===== src/rtl/imem_arbiter.sv =====
// Two-requester arbiter (instruction fetch vs. loader) in front of a single-port,
// 1-cycle-latency instruction memory. Define IMEM_ARB_ERR_EN to add out-of-range detection and the err port.
module imem_arbiter #(
  parameter int STARVE_MAX = 4,
  parameter int DEPTH_LOG2 = 10
) (
  input  logic                  clk,
  input  logic                  rst_n,
  input  logic                  f_req,
  input  logic [31:0]           f_addr,
  output logic                  f_gnt,
  output logic                  f_rvalid,
  output logic [31:0]           f_rdata,
  input  logic                  l_req,
  input  logic                  l_we,
  input  logic [31:0]           l_addr,
  input  logic [31:0]           l_wdata,
  output logic                  l_gnt,
  output logic                  l_rvalid,
  output logic [31:0]           l_rdata,
  output logic                  mem_en,
  output logic                  mem_we,
  output logic [DEPTH_LOG2-1:0] mem_addr,
  output logic [31:0]           mem_wdata,
  input  logic [31:0]           mem_rdata
`ifdef IMEM_ARB_ERR_EN
  ,
  output logic                  err
`endif
);

  localparam logic [1:0] IDLE = 2'd0;
  localparam logic [1:0] RD_F = 2'd1;
  localparam logic [1:0] RD_L = 2'd2;
  localparam logic [2:0] STARVE_MAX_C = 3'(STARVE_MAX);

  logic [2:0]  starve_cnt_q, starve_cnt_d;
  logic [1:0]  state_q, state_d;
  logic [31:0] f_rdata_q, f_rdata_d;
  logic [31:0] l_rdata_q, l_rdata_d;
  logic        fetch_prio;
  logic        any_gnt;
  logic        oor;
  logic        rsp_zero;
  logic [31:0] sel_addr;
  logic        addr_unused;

  // Grants are combinational, so they are gated with rst_n to be held low during reset.
  assign fetch_prio = (starve_cnt_q == STARVE_MAX_C);
  assign f_gnt      = rst_n & f_req & (~l_req | fetch_prio);
  assign l_gnt      = rst_n & l_req & ~(f_req & fetch_prio);
  assign any_gnt    = f_gnt | l_gnt;
  assign sel_addr   = l_gnt ? l_addr : f_addr;

  // Byte-offset bits (and, without range checking, the upper bits) are intentionally ignored.
  assign addr_unused = ^sel_addr;

`ifdef IMEM_ARB_ERR_EN
  logic err_q, err_d;

  assign oor      = (sel_addr[31:DEPTH_LOG2+2] != '0);
  assign rsp_zero = err_q;
  assign err_d    = any_gnt & oor;
  assign err      = err_q;

  always_ff @(posedge clk or negedge rst_n) begin
    if (!rst_n) err_q <= 1'b0;
    else        err_q <= err_d;
  end
`else
  assign oor      = 1'b0;
  assign rsp_zero = 1'b0;
`endif

  assign mem_en    = any_gnt & ~oor;
  assign mem_we    = l_gnt & l_we & ~oor;
  assign mem_addr  = sel_addr[DEPTH_LOG2+1:2];
  assign mem_wdata = l_wdata;

  always_comb begin
    starve_cnt_d = starve_cnt_q;
    if (!f_req || f_gnt) begin
      starve_cnt_d = 3'd0;
    end else if (l_gnt && (starve_cnt_q < STARVE_MAX_C)) begin
      starve_cnt_d = starve_cnt_q + 3'd1;
    end

    state_d = IDLE;
    if (f_gnt)              state_d = RD_F;
    else if (l_gnt && !l_we) state_d = RD_L;

    // Read data is presented live in the response cycle and held afterwards.
    f_rdata_d = f_rdata_q;
    l_rdata_d = l_rdata_q;
    if (state_q == RD_F) f_rdata_d = rsp_zero ? 32'd0 : mem_rdata;
    if (state_q == RD_L) l_rdata_d = rsp_zero ? 32'd0 : mem_rdata;
  end

  assign f_rvalid = (state_q == RD_F);
  assign l_rvalid = (state_q == RD_L);
  assign f_rdata  = f_rdata_d;
  assign l_rdata  = l_rdata_d;

  // NOTE: sequential state uses non-blocking assignments so every flop samples pre-edge values.
  always_ff @(posedge clk or negedge rst_n) begin
    if (!rst_n) begin
      starve_cnt_q <= 3'd0;
      state_q      <= IDLE;
      f_rdata_q    <= 32'd0;
      l_rdata_q    <= 32'd0;
    end else begin
      starve_cnt_q <= starve_cnt_d;
      state_q      <= state_d;
      f_rdata_q    <= f_rdata_d;
      l_rdata_q    <= l_rdata_d;
    end
  end

endmodule


===== config.mk =====
export PLATFORM = sky130hd
export DESIGN_NAME = imem_arbiter
export DESIGN_NICKNAME = d
export VERILOG_FILES = /design/src/rtl/imem_arbiter.sv
export SDC_FILE = /design/constraint.sdc
export NUM_CORES = 1
export LEC_CHECK = 0
export CAP_MARGIN = 20
export CORE_MARGIN = 3
export CORE_UTILIZATION = 37
export CTS_CLUSTER_SIZE = 30
export DETAILED_ROUTE_END_ITERATION = 8
export PLACE_DENSITY_LB_ADDON = 0.2
export RECOVER_POWER = 50
export SLEW_MARGIN = 15
export SYNTH_ARGS = -nofsm -noshare
export SYNTH_HDL_FRONTEND = slang
export SYNTH_SLANG_ARGS = --single-unit

===== constraint.sdc =====
create_clock -name clk -period 2.49 [get_ports clk]
set_clock_uncertainty 0.1 [all_clocks]
set_input_delay 0.498 -clock clk [delete_from_list [all_inputs] [get_ports clk]]
set_output_delay 0.498 -clock clk [all_outputs]
set_load 0.02 [all_outputs]

# ---- Word level (Yosys, flattened, before mapping)
# Index checks and enable logic that the tools add are counted.
# Widths: inputs -> output; s select.
dict set report word_totals {
  ff_bits 69
  in_bits 133
  output_inout_bits 112
  word_cells 32
}
dict set report classes {
  addsub 1
  order_cmp 1
  eq_ne 3
  mux 7
  n_bitwise 10
  reduce_logical 6
}
# cell n
set op_table {}
lappend op_table {{$mux 32} 2}
lappend op_table {{$mux 12} 1}
lappend op_table {{$and 1x1->1} 6}
lappend op_table {{$mux 3} 2}
lappend op_table {{$mux 2} 2}
lappend op_table {{$add 3x1->3 const B} 1}
lappend op_table {{$eq 3x3->1 const B} 1}
lappend op_table {{$lt 3x3->1 const B} 1}
lappend op_table {{$eq 2x1->1 const B} 1}
lappend op_table {{$eq 2x2->1 const B} 1}
lappend op_table {{$logic_and 1x1->1} 2}
lappend op_table {{$logic_not 1->1} 2}
lappend op_table {{$not 1->1} 2}
lappend op_table {{$or 1x1->1} 2}
lappend op_table {{$reduce_bool 2->1} 1}
lappend op_table {{$logic_or 1x1->1} 1}

# ---- Logic depth before layout (Yosys ltp)
# Gate-level depths: netlist of run 1.
dict set report depth {
  depth_word 7
  ltp_mapped 6
  depth_no_buf 5
}

# ---- Worst setup path after synthesis of run 1
# OpenSTA, ideal clock, no wires.
dict set report synth_path {
  path_type {register to output}
  startpoint {reg starve_cnt_q[0]}
  endpoint {out mem_addr[2]}
  t_arrival_ps 1315
  t_required_ps 1892
  path_slack_ps 577
  path_stages_with_launch 7
  path_buffers 1
  cell_sequence {dfrtp_1 inv_1 ha_1 nand3_1 nand3_2 buf_6 mux2_4}
}
dict set report synth_between {
  elab_chain_cells 5
}
# element line_no
set synth_lines {}
lappend synth_lines {{start: declaration} 37} ;# logic [2:0] starve_cnt_q, starve_cnt_d;
lappend synth_lines {{start signal: assignment} 112} ;# starve_cnt_q <= starve_cnt_d;
lappend synth_lines {{$eq 3x3->1} 49} ;# assign fetch_prio = (starve_cnt_q == STARVE_MAX_C);
lappend synth_lines {{$and 1x1->1} 51} ;# assign l_gnt = rst_n & l_req & ~(f_req & fetch_prio);
lappend synth_lines {{$not 1->1} 51}
lappend synth_lines {{$and 1x1->1} 51}
lappend synth_lines {{$mux 12} 53} ;# assign sel_addr = l_gnt ? l_addr : f_addr;
lappend synth_lines {{end: declaration} 23} ;# output logic [DEPTH_LOG2-1:0] mem_addr,
# No other way between the ends.

# ---- Final worst setup path of run 1
dict set report layout_path {
  startpoint {in f_req}
  endpoint {out mem_addr[0]}
}
dict set report layout_between {
  elab_chain_cells 4
}
# element line_no
set layout_lines {}
lappend layout_lines {{start: declaration} 9} ;# input logic f_req,
lappend layout_lines {{$and 1x1->1} 51}
lappend layout_lines {{$not 1->1} 51}
lappend layout_lines {{$and 1x1->1} 51}
lappend layout_lines {{$mux 12} 53}
# No other way between the ends.

==> impl_results.md, run 1 <==
* Status: complete, but fails checks
* Violated checks: capacitance limit, slew limit
* NumNets Final at 474
* Core box area at 8464 um2
* Chip Width at 100.6 um
* DR WL met3 at 822 um
* Clock transition at path regs at 70 ps
* Met2 WL at 3639 um
* Num CTS Buffers at 9
* Routed WL per cell at 17.22 um
* Max cap viols at 1
* DIE AREA at 10120 um2
* Antenna violations before repair at 0
* Netlist cell types at 21
* Global-route wire length before repair at 12410 um
* Maximum VDD drop at 0.0004277 V
* Antenna Nets Post-Route at 0
* Min Tclk post-route at 2420 ps
* Clock sink count at 69
* Vias in the first global route at 2313
* Root Buffer: clkbuf_8
* I/O pins at 245
* Via count at 2051
* GP Congestion at 0.7670
* CTS tree: built
* R2R cell count at 5
* Worst Hold Slack at 390.7 ps
* Post-route cell area at 4773 um2
* I/O Buffers at 136
* CP Capture Type: primary output
* Slew @ Worst Pin at 1876 ps
* Slew Viols, Final at 35
* Hold crit path type: reg -> reg
* Cells after Synth at 212
* M1 wire length at 3212 um
* Max_slew headroom at -25.08%
* Max H-tree Level at 3
* Top Metal Used: met4
* Util after Layout at 56.39%
* Initial DRC Count at 34
* Clk Latency, worst-skew pair at 330 ps
* Most frequent cells in the layout: dfrtp_1, mux2_4, dlygate4sd2_1
* # rows at 33
* Crit Path Category: in -> out
* HPWL after DPL at 5706 um
* Placed instance area at 4629 um2
* Total number of yosys warnings at 0
* Avg Synthesized Cell Area at 15.62 um2
* Static leakage at 0.002357 uW
* Synth top area share at 52.13%
* Post-synthesis net count at 347
* Final Hold Fails at 0
* Power per cell area at 715.2 nW/um2
* #FFs+latches synth at 69
* Die height at 100.6 um
* Crit Path Max Fanout at 7
* Endpoints failing setup at 0
* Fillers at 740
* Crit path DAT at 1820 ps
* Clock tree buffer depth at 2
* Antenna Cells at 0
* Area of the mapped netlist at 3312 um2
* Total power at 3414 uW
* Synth area leader: dfrtp_1
* Area grow syn2layout at 44.13%
* Initial DRT Pass Iterations at 4
* Sequential fraction of the synthesis area at 52.13%
* Layout cells sized above 1 at 38.37%
* Most common cell after layout, fill and taps aside: dfrtp_1
* Area contributors post-synth: dfrtp_1, mux2_4, buf_4
* DRC Markers at 0
* Setup TNS at 0 ps
* Hold path cells at 1
* Largest net degree at the start of global routing at 35
* Vias per inst at 4.568
* Worst EP required at 1890 ps
* Final worst path period share at 97.18%
* RSZ-0062 raised after global routing: no
* CP startpoint kind: input pin
* Initial Util at 39.13%
* WL final at 7730 um
* Global Route Usage Sum at 15.80%
* Gr ovfl total at 0
* Fmax at 413.3 MHz
-- synthesized netlist by cell type, drive strengths merged --
master	n
nand3	2
a21oi	1
nand2b	1
dfrtp	69
ha	2
nor2b	2
inv	6
a211o	1
nor2	4
nand2	3
buf	41
mux2	74
nor3b	1
o21ai	1
mux2i	1
a21boi	1
o211a	1
and3b	1
-- where the power goes --
part	internal, uW	switching [uW]
combinational	627	603
sequential	1340	59.0
clock	364	425
-- final cells by class --
class                           count  area (um2)  share of cell area, %
Inverter                            6       22.52                 0.4718
Sequential cell                    69        1727                  36.17
Clock buffer                        9       123.9                  2.595
Tap cell                          105       131.4                  2.752
Timing Repair Buffer              157        1475                  30.90
Clock inverter                      7       51.30                  1.075
Multi-Input combinational cell     96        1242                  26.03
-- critical path, stage by stage --
cell and delay (ps):
clkdlybuf4s50_1 500, nand3_2 70, nand3_2 120, buf_12 140
mux2_2 340, buf_4 160
-- flip-flops by register name, summed over array words and instances, names as in the netlist --
register / flops
state_q: 2
f_rdata_q: 32
l_rdata_q: 32
starve_cnt_q: 3
-- per-layer routing --
layer	GRT usage, %	up-vias
met2	25.27	129
met3	7.405	5
li1	-	939
met1	19.68	978
met4	3.109	0
met5	0	-
-- worst paths after layout --
kind | from | end | slack (ps)
max | f_req | mem_addr[0] | 70
min | l_rdata_q[19]$_DFF_PN0_ | l_rdata_q[19]$_DFF_PN0_ | 390
max reg2reg | state_q[1]$_DFF_PN0_ | f_rdata_q[22]$_DFF_PN0_ | 1030
min reg2reg | l_rdata_q[19]$_DFF_PN0_ | l_rdata_q[19]$_DFF_PN0_ | 390
max in group asynchronous | rst_n | state_q[0]$_DFF_PN0_ | 390
min in group asynchronous | rst_n | l_rdata_q[24]$_DFF_PN0_ | 400
-- kinds of logic after synthesis --
| family | after synthesis | synth area share (%) |
|---|---|---|
| AOI/OAI and AO/OA | 5 | 1.095 |
| muxes | 75 | 32.83 |
| and+or+nand+nor | 14 | 2.304 |
| adders and majority gates | 2 | 0.7555 |
| buffers and inverters | 47 | 10.88 |
| DFF | 69 | 52.13 |
-- through the flow --
| step | cells | setup WS (ps) |
|---|---|---|
| CTS | 445 | 1.247 |
| global route | 449 | 1.790 |
| floorplan | 212 | 577.3 |
| finish | 449 | 70.18 |
| global placement | 426 | -320.7 |
| detailed placement | 426 | -324.4 |
-- repair_timing --
action,CTS,global route
resized for setup,114,25
endpoints found under the setup margin,77,40
pin swaps,0,1
setup buffers,2,2
hold buffers,1,0
endpoints found under the hold margin,1,0
gates cloned,0,2
Note: power is estimated with default switching activity, not from simulation.
==> inputs of run 2 (changes only) <==
==> constraint.sdc (replaced) <==
create_clock -name clk -period 2.49 [get_ports clk]
set_clock_uncertainty 0.1 [all_clocks]
set_input_delay 0.249 -clock clk [delete_from_list [all_inputs] [get_ports clk]]
set_output_delay 0.249 -clock clk [all_outputs]
set_load 0.02 [all_outputs]
==> run 2 against run 1 <==
Largest cell class unchanged; flip-flop and latch count unchanged; register-to-register slack about the same; the run still ends with capacitance limit, slew limit left; cell area down 1.0%; critical path depth down 2; clock power up 15%; setup slack worse by 12 ps.
==> impl_results.md, run 2 (synthesis results as in run 1) <==
* Clk Latency, worst-skew pair at 330 ps (about the same)
* Die height at 100.6 um (unchanged)
* Num CTS Buffers at 9 (unchanged)
* Met2 GRT Util at 22.94% (-2.3 points)
* Max H-tree Level at 3 (unchanged)
* Final Hold Fails at 0 (unchanged)
* Vias in the first global route at 2189 (-5.4%)
* Area grow syn2layout at 42.65%
* Initial Util at 39.13% (unchanged)
* Antenna violations before repair at 0 (unchanged)
* DIE AREA at 10120 um2 (unchanged)
* Most frequent cells in the layout: clkdlybuf4s50_1, dfrtp_1, mux2_4
* Clock tree buffer depth at 2 (unchanged)
* Crit path DAT at 2080 ps (+260 ps)
* Met3 GRT Util at 6.644% (-0.76 points)
* Endpoints failing setup at 0 (unchanged)
* Crit Path Max Fanout at 27 (+20)
* Met1 Use GR at 18.33% (-1.4 points)
* Worst setup margin at 57.84 ps (-12.34 ps)
* I/O Buffers at 136 (unchanged)
* Slew @ Worst Pin at 1657 ps (-219.0 ps)
* Root Buffer: clkbuf_8
* Initial DRC Count at 32 (-5.9%)
* Gr ovfl total at 0 (unchanged)
* FF+latch area at 1727 um2 (unchanged)
* Global-route wire length before repair at 11530 um (-7.1%)
* Layout cells sized above 1 at 25.90% (-12 points)
* Most common cell after layout, fill and taps aside: clkdlybuf4s50_1
* CP Cell Sequence: nor2b_4 > buf_12 > mux2_4 > clkdlybuf4s50_1
* Via count at 1990 (-3.0%)
* CP Capture Type: primary output
* Clock transition at path regs at 70 ps (about the same)
* Max_slew headroom at -10.48% (+15 points)
* GR peak layer: met2
* Dpl ws at 176.7 ps (+501.1 ps)
* Setup TNS at 0 ps (unchanged)
* Hold crit path type: in -> reg
* Maximum VDD drop at 0.0002762 V (-35%)
* Critical path's slowest cell: clkdlybuf4s50_1
* Worst Hold Slack at 147.1 ps (-243.5 ps)
* Chip Width at 100.6 um (unchanged)
* Power per cell area at 766.9 nW/um2 (+7.2%)
* Placed instance area at 4577 um2 (-1.1%)
* Slew Viols, Final at 70 (+100%)
* Post-route cell area at 4725 um2 (-1.0%)
* Fmax at 411.2 MHz (-0.51%)
* I/O pins at 245 (unchanged)
* Largest net degree at the start of global routing at 70 (+100%)
* Crit Path Category: reg -> out
* GP Congestion at 0.7948 (+3.6%)
* Antenna Cells at 0 (unchanged)
* Violated checks: capacitance limit, slew limit
* Core box area at 8464 um2 (unchanged)
* Static leakage at 0.002125 uW (-9.8%)
* Final worst path period share at 97.68% (+0.50 points)
* Fillers at 715 (-3.4%)
* Largest regs: f_rdata_q (32), l_rdata_q (32), starve_cnt_q (3)
* Worst EP required at 2140 ps (+250 ps)
* Min Tclk post-route at 2432 ps (+12.34 ps)
* NumNets Final at 463 (-2.3%)
* HPWL after DPL at 5375 um (-5.8%)
* CTS tree: built
* Global Route Usage Sum at 14.74% (-1.1 points)
* WL final at 7335 um (-5.1%)
* Status: complete, but fails checks
* Antenna Nets Post-Route at 0 (unchanged)
* Routed WL per cell at 16.78 um (-2.5%)
* Vias per inst at 4.554 (-0.31%)
* RSZ-0062 raised after global routing: no
* Max cap viols at 1 (unchanged)
* DRC Markers at 0 (unchanged)
* Clock sink count at 69 (unchanged)
* # rows at 33 (unchanged)
* CP startpoint kind: flip-flop
* Area of the multi-input gates at 1184 um2 (-4.7%)
* Peak per-stage delay on the critical path at 550 ps (+50 ps)
* Initial DRT Pass Iterations at 2 (-2)
==> run 2: layout make-up <==
class	count	share of cell area [%]
inverters	6	0.4767
well taps	105	2.781
clock inverters	5	1.298
repair buffers	146	30.93
clock buffers	10	2.913
flip-flops and latches	69	36.55
multi-input cells	96	25.05
==> run 2: final timing paths <==
kind,start,endpoint,slack (ps),cells after the start
worst min-delay path,rst_n,state_q[0]$_DFF_PN0_,150,3
worst max register to register,state_q[1]$_DFF_PN0_,f_rdata_q[31]$_DFF_PN0_,1040,3
min in group asynchronous,rst_n,l_rdata_q[4]$_DFF_PN0_,510,2
max in group asynchronous,rst_n,l_rdata_q[19]$_DFF_PN0_,810,2
worst max-delay path,state_q[1]$_DFF_PN0_,f_rdata[9],60,4
worst min register to register,l_rdata_q[20]$_DFF_PN0_,l_rdata_q[20]$_DFF_PN0_,390,1
==> run 2: stage by stage <==
stage                     utilization [%]  total power, uW  cells
final                               55.82             3623    437
after global routing                55.82             3816    437
after CTS                           56.30             3726    434
after detailed placement            54.07             2809    419
after global placement              54.07             2793    419
after floorplan                         -             2236    212
==> run 2: critical path, delay by kind of cell (launching register included) <==
family / cells / cell delay [ps]
DFF: 1 / 440
buffers and inverters: 2 / 800
and+or+nand+nor: 1 / 160
muxes: 1 / 330
==> run 2: power by group <==
group	internal (uW)	switching [uW]
sequential	1340	58.6
clock	486	418
combinational	728	597
total	2550	1070
==> run 2: what timing repair did <==
item | CTS | global route
resized for setup | 13 | 1
buffers inserted | 0 | 3
endpoints found under the setup margin | 37 | 2
hold buffers | 0 | 0
==> run 2: metal layers <==
layer	vias up	part of all wire, %
met5	-	0
met4	0	1.2
met3	8	10
met2	129	45
met1	935	43
li1	918	-
